==> config.mk <==
export PLATFORM = sky130hd
export DESIGN_NAME = hex_scan_display
export DESIGN_NICKNAME = d
export VERILOG_FILES = /design/src/rtl/hex_scan_display.sv
export SDC_FILE = /design/constraint.sdc
export NUM_CORES = 1
export LEC_CHECK = 0
export CORE_MARGIN = 2
export CORE_UTILIZATION = 55
export CTS_BUF_LIST = sky130_fd_sc_hd__clkbuf_4 sky130_fd_sc_hd__clkbuf_8
export DETAILED_ROUTE_END_ITERATION = 10
export PLACE_DENSITY = 0.82
export SYNTH_ARGS = -nofsm -noshare
export SYNTH_HDL_FRONTEND = slang
export SYNTH_SLANG_ARGS = --single-unit
==> constraint.sdc <==
create_clock -name clock -period 3.1 [get_ports clock]
set_input_delay 0.62 -clock clock [delete_from_list [all_inputs] [get_ports clock]]
set_output_delay 0.62 -clock clock [all_outputs]
set_load 0.02 [all_outputs]
==> src/rtl/hex_scan_display.sv <==
// hex_scan_display: time-multiplexed hex seven-segment driver.
// A double-buffered value register feeds NUM_DIGITS scanned digits. Frames
// (one full scan) are the only points where the displayed value may change.
// The display can optionally blank leading zeros and blink as a whole.
//
// state      | meaning
// -----------+------------------------------------------------------------
// presc      | cycles spent on the current digit, 0..SCAN_DIV-1
// idx        | digit currently being scanned, 0..NUM_DIGITS-1
// frame_cnt  | completed frames within the current blink half-period
// phase      | blink phase, 1 = segments blanked when blink_en is set
// pending    | value captured by load, waiting for the frame boundary
module hex_scan_display #(
    parameter int NUM_DIGITS   = 4,
    parameter int SCAN_DIV     = 1000,
    parameter int BLINK_FRAMES = 64
) (
    input  logic                    clock,
    input  logic                    reset_l,
    input  logic                    load,
    input  logic [4*NUM_DIGITS-1:0] value,
    input  logic                    blank_lz,
    input  logic                    blink_en,
    output logic [6:0]              seg,
    output logic [NUM_DIGITS-1:0]   dig_en,
    output logic [4*NUM_DIGITS-1:0] shown,
    output logic                    update_pending,
    output logic                    frame_done
);

    localparam int IDX_W = (NUM_DIGITS > 1) ? $clog2(NUM_DIGITS) : 1;
    localparam int PRE_W = (SCAN_DIV > 1) ? $clog2(SCAN_DIV) : 1;
    localparam int FRM_W = (BLINK_FRAMES > 1) ? $clog2(BLINK_FRAMES) : 1;

    localparam logic [IDX_W-1:0] IDX_LAST = IDX_W'(NUM_DIGITS - 1);
    localparam logic [PRE_W-1:0] PRE_LAST = PRE_W'(SCAN_DIV - 1);
    localparam logic [FRM_W-1:0] FRM_LAST = FRM_W'(BLINK_FRAMES - 1);

    logic [PRE_W-1:0]        presc;
    logic [IDX_W-1:0]        idx;
    logic [FRM_W-1:0]        frame_cnt;
    logic                    phase;
    logic [4*NUM_DIGITS-1:0] pending;

    logic                    pre_wrap;
    logic                    boundary;
    logic [NUM_DIGITS-1:0]   lz_blank;
    logic                    zero_above;
    logic [3:0]              cur_nib;
    logic                    cur_lz;
    logic [NUM_DIGITS-1:0]   cur_onehot;

    function automatic logic [6:0] hex_to_seg(input logic [3:0] nib);
        logic [6:0] s;
        case (nib)
            4'h0: s = 7'h3F;
            4'h1: s = 7'h06;
            4'h2: s = 7'h5B;
            4'h3: s = 7'h4F;
            4'h4: s = 7'h66;
            4'h5: s = 7'h6D;
            4'h6: s = 7'h7D;
            4'h7: s = 7'h07;
            4'h8: s = 7'h7F;
            4'h9: s = 7'h67;
            4'hA: s = 7'h77;
            4'hB: s = 7'h7C;
            4'hC: s = 7'h39;
            4'hD: s = 7'h5E;
            4'hE: s = 7'h79;
            default: s = 7'h71;
        endcase
        return s;
    endfunction

    // Frame boundary decode; frame_done comes straight from the counters.
    always_comb begin
        pre_wrap = (presc == PRE_LAST);
        boundary = pre_wrap && (idx == IDX_LAST);
    end

    assign frame_done = boundary;

    // Digit i is blank-eligible when it and every more significant nibble are zero.
    always_comb begin
        zero_above = 1'b1;
        lz_blank   = '0;
        for (int i = NUM_DIGITS - 1; i >= 0; i--) begin
            zero_above  = zero_above && (shown[4*i +: 4] == 4'h0);
            lz_blank[i] = (i != 0) && zero_above;
        end
    end

    // Select the nibble, blank flag and enable for the digit being scanned.
    always_comb begin
        cur_nib    = 4'h0;
        cur_lz     = 1'b0;
        cur_onehot = '0;
        for (int i = 0; i < NUM_DIGITS; i++) begin
            if (idx == IDX_W'(i)) begin
                cur_nib       = shown[4*i +: 4];
                cur_lz        = lz_blank[i];
                cur_onehot[i] = 1'b1;
            end
        end
    end

    // Scan counters: prescaler per digit, digit index per prescaler wrap.
    always_ff @(posedge clock or negedge reset_l) begin
        if (!reset_l) begin
            presc <= '0;
            idx   <= '0;
        end else if (pre_wrap) begin
            presc <= '0;
            idx   <= (idx == IDX_LAST) ? '0 : idx + 1'b1;
        end else begin
            presc <= presc + 1'b1;
        end
    end

    // Blink timing: count frames and flip the phase every BLINK_FRAMES frames.
    always_ff @(posedge clock or negedge reset_l) begin
        if (!reset_l) begin
            frame_cnt <= '0;
            phase     <= 1'b0;
        end else if (boundary) begin
            if (frame_cnt == FRM_LAST) begin
                frame_cnt <= '0;
                phase     <= ~phase;
            end else begin
                frame_cnt <= frame_cnt + 1'b1;
            end
        end
    end

    // Double buffer: loads park in pending and only reach shown at a frame boundary.
    always_ff @(posedge clock or negedge reset_l) begin
        if (!reset_l) begin
            pending        <= '0;
            shown          <= '0;
            update_pending <= 1'b0;
        end else if (boundary) begin
            // A load landing on the boundary itself goes straight to the display.
            if (load) begin
                shown <= value;
            end else if (update_pending) begin
                shown <= pending;
            end
            update_pending <= 1'b0;
        end else if (load) begin
            pending        <= value;
            update_pending <= 1'b1;
        end
    end

    // Registered digit drive; seg and dig_en update on the same edge.
    always_ff @(posedge clock or negedge reset_l) begin
        if (!reset_l) begin
            seg    <= '0;
            dig_en <= '0;
        end else begin
            dig_en <= cur_onehot;
            if ((blink_en && phase) || (blank_lz && cur_lz)) begin
                seg <= '0;
            end else begin
                seg <= hex_to_seg(cur_nib);
            end
        end
    end

endmodule
Yosys cells after proc, flatten, opt, wreduce, memory -nomap -nowiden. Memories as Yosys holds them, arrays and structs flattened. Cells that the tools add are included.

Memories: 1. Memory bits (read-only): 112. Bits of input ports: 21. Word-level logic and storage cells: 54. Bits in registers: 63.

Reduce and logical (&&, ||, !) cells: 15. $add $sub $neg: 3. Equality and inequality tests: 5. Bitwise gates (word level): 2. Mux-type cells: 19.

Memories: (no name shown) (depth 16, bits a word 7, read ports 1, clocked after Yosys merged registers in 0, wr ports 0, RTL line 55) `case (nib)`.

Operators with widths (count): two-way mux 16 bit (2); two-way mux 4 bit (4); zero test 4 bit (3); adder 10 x 1 -> 10 bit (second input constant) (1); equality test 10 bit (second input constant) (1); two-way mux 10 bit (1); two-way mux 1 bit (9); two-way mux 7 bit (1); adder 6 x 1 -> 6 bit (second input constant) (1); equality test 6 bit (second input constant) (1); two-way mux 6 bit (1); AND reduction 2 bit (3); logical AND 1 bit (5); equality test 2 bit (second input constant) (2); nonzero test 2 bit (2); adder 2 x 1 -> 2 bit (second input constant) (1); equality test 2 x 1 -> 1 bit (second input constant) (1); zero test 2 bit (1); two-way mux 2 bit (1); inverter 1 bit (2); logical OR 1 bit (1).

Longest topological paths before layout. Gate-level depths: netlist of run 1.

Depth in word-level cells: 9. Depth in mapped cells: 11. Mapped depth without buffers: 10.

Worst setup path before layout of run 1. No wires, ideal clock.

Path type: register to register. Start: register idx[0]. End: register seg[3]. Cell stages (with the launch flop): 11. Data arrival time: 2236 ps. Setup slack: 782 ps. Required time: 3019 ps. Cell sequence: dfrtp_1 > inv_1 > ha_1 > buf_6 > a21oi_1 > o21ai_0 > a22oi_1 > inv_1 > ha_1 > mux2_2 > a31oi_2.

Longest elaborated chain between the ends: 7.

Ends and longest elaborated chain: start: declaration (RTL line 40) `logic [IDX_W-1:0] idx;`; start signal: assignment (RTL line 115) `idx <= (idx == IDX_LAST) ? '0 : idx + 1'b1;`; zero test 2 bit or equality test 2 x 1 -> 1 bit (tied branches) (RTL line 100) `if (idx == IDX_W'(i)) begin`; two-way mux 4 bit or two-way mux 1 bit (tied branches) (3 in series) (RTL line 100); two-way mux 4 bit or logical AND 1 bit (tied branches) (RTL line 100, 163); memory read (16 x 7 bit) or logical OR 1 bit (tied branches); two-way mux 7 bit * (RTL line 163) `if ((blink_en && phase) || (blank_lz && cur_lz)) begin`; end signal: assignment (RTL line 166) `seg <= hex_to_seg(cur_nib);`; end: declaration (RTL line 24) `output logic [6:0] seg,`.

Mark *: on every way between the ends. The rest lies on a longest branch, timed or not. A chain may end at the register's enable or synchronous reset.

Final worst setup path of run 1.
Start: register presc[0]. End: output frame_done.

Longest elaborated chain between the ends: 2.

Ends and longest elaborated chain: start: declaration (RTL line 39) `logic [PRE_W-1:0] presc;`; start signal: assignment (RTL line 117) `presc <= presc + 1'b1;`; equality test 10 bit (RTL line 78) `pre_wrap = (presc == PRE_LAST);`; logical AND 1 bit (RTL line 79) `boundary = pre_wrap && (idx == IDX_LAST);`; end: declaration (RTL line 28) `output logic frame_done`.

No other way between the ends.

==> results of run 1 <==
state kept, by name (all words and copies together), names as in the netlist:
name	count
pending	16
shown	16
presc	10
seg	7
frame_cnt	6
dig_en	4
idx	2
phase	1
update_pending	1
layout by cell type (no fill, tap or decap), types with 6 or more instances in the layout:
master,netlist,layout
a21oi_1,26,26
clkbuf_8,0,10
clkdlybuf4s50_1,0,48
dfrtp_1,63,63
ha_1,11,10
inv_1,8,8
mux2_2,18,18
mux2i_1,20,20
nand2_1,19,19
nand3_1,6,6
nor2_1,31,31
o21ai_0,12,12
per-stage QoR:
step                      instances  power (mW)  hold WS, ps  setup slack, ps
after floorplan                 279        1.04          324              782
after CTS                       410        1.86          324              113
after global routing            410        1.93          361             44.7
after detailed placement        394        1.16          464              492
after global placement          394        1.15          443              565
final                           410        1.84          314              225
path summary, 6_finish.rpt:
path	startpoint	endpoint	slack, ps	cells past startpoint
min	reset_l	frame_cnt[0]	310	1
min in group clock	presc[0]	presc[0]	470	1
max reg2reg	idx[0]	seg[3]	440	10
max in group asynchronous	reset_l	frame_cnt[2]	2090	2
min reg2reg	presc[0]	presc[0]	470	1
max	presc[0]	frame_done	230	5
layer usage:
layer / track usage [%] / vias up / wire [um]
met1: 29.4 / 1107 / 2900
met3: 4.66 / 14 / 214
met5: 0 / - / 0
li1: - / 1085 / -
met2: 34.8 / 57 / 3100
met4: 12.9 / 0 / 168
critical path: stages (launching register included):
cell	delay [ps]
dfrtp_1	370
ha_1	200
and4b_1	310
nand4_4	190
inv_1	210
clkdlybuf4s50_1	630
power by group:
part / internal [mW] / switching (mW) / total [mW]
sequential: 0.866 / 0.0312 / 0.898
combinational: 0.126 / 0.120 / 0.246
clock: 0.388 / 0.312 / 0.700
total: 1.38 / 0.463 / 1.84
what timing repair did:
| item | 4_1_cts | 5_1_grt |
|---|---|---|
| gates resized for setup | 0 | 1 |
| hold buffers | 0 | 0 |
| endpoints found under the hold margin | 0 | 0 |
| endpoints found under the setup margin | 0 | 1 |
layout make-up:
| class | count | area share, % |
|---|---|---|
| Sequential cell | 63 | 41.2 |
| Multi-Input combinational cell | 198 | 37.0 |
| Timing Repair Buffer | 53 | 13.5 |
| Clock buffer | 10 | 3.60 |
| Tap cell | 72 | 2.36 |
| Clock inverter | 6 | 1.57 |
| Inverter | 8 | 0.786 |
cell usage after synthesis (4+ instances only):
library cell / number
dfrtp_1: 63
nor2_1: 31
a21oi_1: 26
mux2i_1: 20
nand2_1: 19
mux2_2: 18
o21ai_0: 12
ha_1: 11
inv_1: 8
nand3_1: 6
xnor2_1: 5
buf_2: 4
nor3_1: 4
logic make-up after synthesis:
kind of cell             count (synthesis)
AO/OA/AOI/OAI                           55
XOR/XNOR                                 8
adder cells (fa/ha/maj)                 11
buffers and inverters                   18
flip-flops                              63
multiplexers                            38
AND/OR/NAND/NOR                         86
==> impl_metrics.yaml, run 1 <==
synth:
  synth.area.mux_share_pct: 13.1
  synthCells: 279
  synth_flop_cell: "dfrtp_1"
  synth-seq-cells: 63
  synth_fp_nets: 311
  synthAdderAreaFrac_pct: 4.46
  synth_xor_area_share_pct: 2.27
  syn_area_um2: 3090
  synthTopCellsByArea: "dfrtp_1 (51%), mux2_2 (6.6%), mux2i_1 (6.5%)"
  synth_edf_count: 0
  yosysWarnings: 0
  async_flop_share_pct: 100
  yosysTopAreaCellShare_pct: 51.1
  yosysTopAreaCell: "dfrtp_1"
  ys_seq_area_share_pct: 51.1
  synth_top_family_by_area: "simple AND/OR/NAND/NOR gates"
  ys_types: 44
  synthSimpleGateAreaFrac_pct: 14.2
  synth_compound_area_share_pct: 11.7
  syn_area_per_cell_um2: 11.1
cts:
  clk_latency_ps: 340
  post_cts_buffers: 0
  cts_made_buffers: 9
  cts_tree: "done"
  clk_pin_slew_ps: 70
  htree_num_levels: 3
  clockRootBuffer: "clkbuf_8"
  cts_buffer_depth: 2
  cts_sinks: 63
grt:
  grt_pass1_wl_um: 10700
  grt_overflow: 0
  antenna_found_initial: 0
  grt_usage_pct: 22.4
  grt_max_degree: 33
  grt_pass1_vias: 2245
layout:
  ff_latch_area_um2: 1580
  antennaDiodeCount: 0
  syn_to_final_growth_pct: 23.9
  final_util_pct: 69.8
  multi_input_area_um2: 1410
  fill_cells: 430
  stdcell_area_um2: 3820
  nNetsFinal: 365
  drive_above_1_share_pct: 15.1
power_and_ir_drop:
  power_density_nw_per_um2: 482
  peakVddDrop_v: 0.000312
  leakage_nw: 1.71
routing:
  drc: 0
  wirelength_um: 6380
  via_per_inst: 5.52
  dr.pass1.iters: 4
  ant_nets: 0
  wl_per_cell_um: 15.6
  via_count: 2263
  drt_iter0_drc: 122
sta:
  rsz0062_at_grt: "no"
  fmax_ghz: 0.348
  fin_tns_setup_ps: 0
  report.final.slew_viol_count: 0
  finalHoldViolations: 0
  setup_viol: 0
  skew_ps: 6.69
  fin_crit_sh_pct: 92.7
  relSlewSlack_pct: 55.0
  worst_pin_slew_ps: 675
  fin_crit_ps: 2870
place:
  io_buffers: 49
  dp_hpwl_um: 4550
  place.gp.congestion: 0.905
  dpl_cell_area_um2: 3620
worst_setup_path:
  end_kind: "primary output"
  cp_max_fo: 9
  worstPathArrival_ps: 2250
  path_class: "reg2out"
  worstPathRequired_ps: 2480
  start_kind: "flip-flop"
die:
  initial_utilization_pct: 56.4
  core_area_um2: 5470
  io_pins: 50
  die_w_um: 78.9
  die_h_um: 78.9
  die_area_um2: 6230
  core.rowCount: 27
job:
  cap_violations: 0
status:
  status: "complete, no violations"
worst_hold_path:
  hold_path_class: "in2async"
Note: power is estimated with default switching activity, not from simulation.
==> run 2, diff against run 1 <==
--- a/config.mk
+++ b/config.mk
@@ -10,6 +10,7 @@
 export CTS_BUF_LIST = sky130_fd_sc_hd__clkbuf_4 sky130_fd_sc_hd__clkbuf_8
 export DETAILED_ROUTE_END_ITERATION = 10
 export PLACE_DENSITY = 0.82
+export SLEW_MARGIN = 20
 export SYNTH_ARGS = -nofsm -noshare
 export SYNTH_HDL_FRONTEND = slang
 export SYNTH_SLANG_ARGS = --single-unit
==> results of run 2 <==
Final layout, timing and power as in run 1 (identical DEF).
==> run 3, diff against run 2 <==
--- a/config.mk
+++ b/config.mk
@@ -8,9 +8,11 @@
 export CORE_MARGIN = 2
 export CORE_UTILIZATION = 55
 export CTS_BUF_LIST = sky130_fd_sc_hd__clkbuf_4 sky130_fd_sc_hd__clkbuf_8
+export CTS_CLUSTER_DIAMETER = 150
 export DETAILED_ROUTE_END_ITERATION = 10
 export PLACE_DENSITY = 0.82
 export SLEW_MARGIN = 20
 export SYNTH_ARGS = -nofsm -noshare
 export SYNTH_HDL_FRONTEND = slang
 export SYNTH_SLANG_ARGS = --single-unit
+export TNS_END_PERCENT = 50
==> results of run 3 <==
Final layout, timing and power as in run 1 (identical DEF).
==> patch, RTL diff (settings of run 1) <==
Remove the register `dig_en`: a continuous assignment takes its place, so the output `dig_en` follows one clock earlier. Comments in the files are not updated.
--- a/src/rtl/hex_scan_display.sv
+++ b/src/rtl/hex_scan_display.sv
@@ -157,9 +157,7 @@
     always_ff @(posedge clock or negedge reset_l) begin
         if (!reset_l) begin
             seg    <= '0;
-            dig_en <= '0;
         end else begin
-            dig_en <= cur_onehot;
             if ((blink_en && phase) || (blank_lz && cur_lz)) begin
                 seg <= '0;
             end else begin
@@ -168,4 +166,6 @@
         end
     end
 
+    assign dig_en = cur_onehot;
+
 endmodule
Formal check against the unedited RTL: not equivalent (Yosys sat finds a counterexample within 4 cycles, from zero or initial values and one cycle with reset_l low).
==> patch against run 1 <==
  * Worst setup slack got worse by 0.072 ns
  * Final area decreased by 3.7%
  * Power decreased by 8.5%
  * Area after synthesis decreased by 3.2%
  * Sequential cell count decreased by 4
  * Routed wire length decreased by 2.2%
  * Utilization increased by 1.3 points
  * Highest routed layer unchanged
==> patch: results (changes against run 1) <==
- FILL cells: 386 (-10%)
- Routed vias: 2259 (-0.18%)
- RR Endpoint: seg[3]
- Drt initial violations: 124 (+1.6%)
- Nets@finish: 360 (-1.4%)
- PortBufs: 49 (unchanged)
- Syn_nets: 307 (-1.3%)
- CTS max path bufs: 2 (unchanged)
- Reg2reg setup slack: 0.46 ns (+0.02 ns)
- Htree depth: 3 (unchanged)
- Final wirelength: 6.240 mm (-2.2%)
- Synth async-reset ratio: 100.0% (unchanged)
- Post-CTS resize count: 0 (unchanged)
- CTS root buf: clkbuf_8
- Clk_lat worst skew: 0.33 ns
- Total CTS buffers: 9 (unchanged)
- Synth warn: 0 (unchanged)
- Regs by FF count: pending (16), shown (16), presc (10)
- Post-synthesis compound-gate area fraction: 12.07% (+0.39 points)
- Sequential share of the synthesized area: 49.46% (-1.6 points)
- Antenna diode count: 0 (unchanged)
- Total global routing track utilization: 22.41% (-0.043 points)
- Post-synthesis xor/xnor area fraction: 2.347% (+0.076 points)
- Adder-cell area share of the yosys netlist: 4.610% (+0.15 points)
- Clk_skew: 0.008455 ns (+0.001765 ns)
- Reg clk slew, reported paths: 0.07 ns (about the same)
- Critical path arrival: 2.33 ns (+0.08 ns)
- Worst reg2reg startpoint: idx[0]
- Multiplexer share of the synthesized area: 13.50% (+0.44 points)
- Max transition margin: 30.96% (-24 points)
- Fin Setup TNS: 0 ns (unchanged)
- First-pass GRT wire length: 10.65 mm (about the same)
- Dpl hpwl: 4.342 mm (-4.6%)
- Ranking of synthesized cells by area: dfrtp_1, mux2_2, mux2i_1
- Top cells by count, synth: dfrtp_1, nor2_1, a21oi_1, mux2i_1, nand2_1
- RD Place Congestion: 0.8117 (-10%)
- Status: completed
- Worst hold margin: 0.4713 ns (+0.1570 ns)
- Worst vdd rail ir drop: 0.3068 mV (-1.8%)
- Top_reg_cell synth: dfrtp_1
- Largest net degree at the start of global routing: 49 (+48%)
- Initial antenna violation count: 0 (unchanged)
- Pre-Repair DR Iteration Count: 5 (+1)
- R2R depth: 10 (unchanged)
- Hold crit path type: in -> async
- Slowest CP cell: clkdlybuf4s50_1
- Post-CTS Setup Inserts: 0 (unchanged)
- Vias in the first global route: 2219 (-1.2%)
- Share of layout cells above drive strength 1: 14.46% (-0.63 points)
- Leak pwr: 0.001647 uW (-3.9%)
- Largest stage delay, worst path: 0.64 ns
- CP max FO: 14 (+5)
- Synth unique cells: 44 (unchanged)
[patch: where the power goes]
part | internal [uW] | switching (uW)
clock network | 302 | 296
registers | 814 | 30.0
logic | 125 | 118
[patch: kinds of logic after synthesis]
family,after synthesis
simple gates,86
flops,59
compound gates,55
mux,38
buf+inv,18
fa+ha+maj,11
xor+xnor,8
[patch: final cells by class]
type	instances	area [um^2]	area share [%]
timing repair buffer	52	508.0	13.80
multi-input combinational	198	1410	38.32
clock buffer	10	137.6	3.740
sequential	59	1476	40.12
tap	70	87.58	2.380
inverter	8	30.03	0.8160
clock inverter	5	30.03	0.8160
[patch: through the flow]
step	instances	instance area, um^2	total power (uW)	setup WS, ns
after floorplan	275	2985	987.3	0.6616
after global placement	387	3512	1096	0.5744
after detailed placement	387	3512	1102	0.5189
after CTS	402	3680	1701	0.1403
after global routing	402	3680	1757	0.01885
final	402	3680	1686	0.1532
[patch: worst max path at each step]
stage,from,endpoint,slack [ns],depth (start not counted)
after floorplan,idx[0],seg[3],0.66,10
after global placement,idx[0],frame_done,0.57,4
after detailed placement,idx[0],frame_done,0.52,4
after CTS,idx[0],frame_done,0.14,4
after global routing,idx[0],frame_done,0.02,4
final,idx[0],frame_done,0.15,4
[patch: critical path: cells and delay by family, from the launching register on]
family	cells	cell delay, ns
flops	1	0.39
fa+ha+maj	1	0.49
simple gates	1	0.24
buf+inv	2	0.87
[patch: metal layers]
layer  vias up  track usage (%)  share of wire, %
li1       1074                -                 -
met1      1112            29.69                46
met2        63            35.78                48
met3        10            4.651               4.4
met4         0            9.464               1.4
met5         -                0                 0
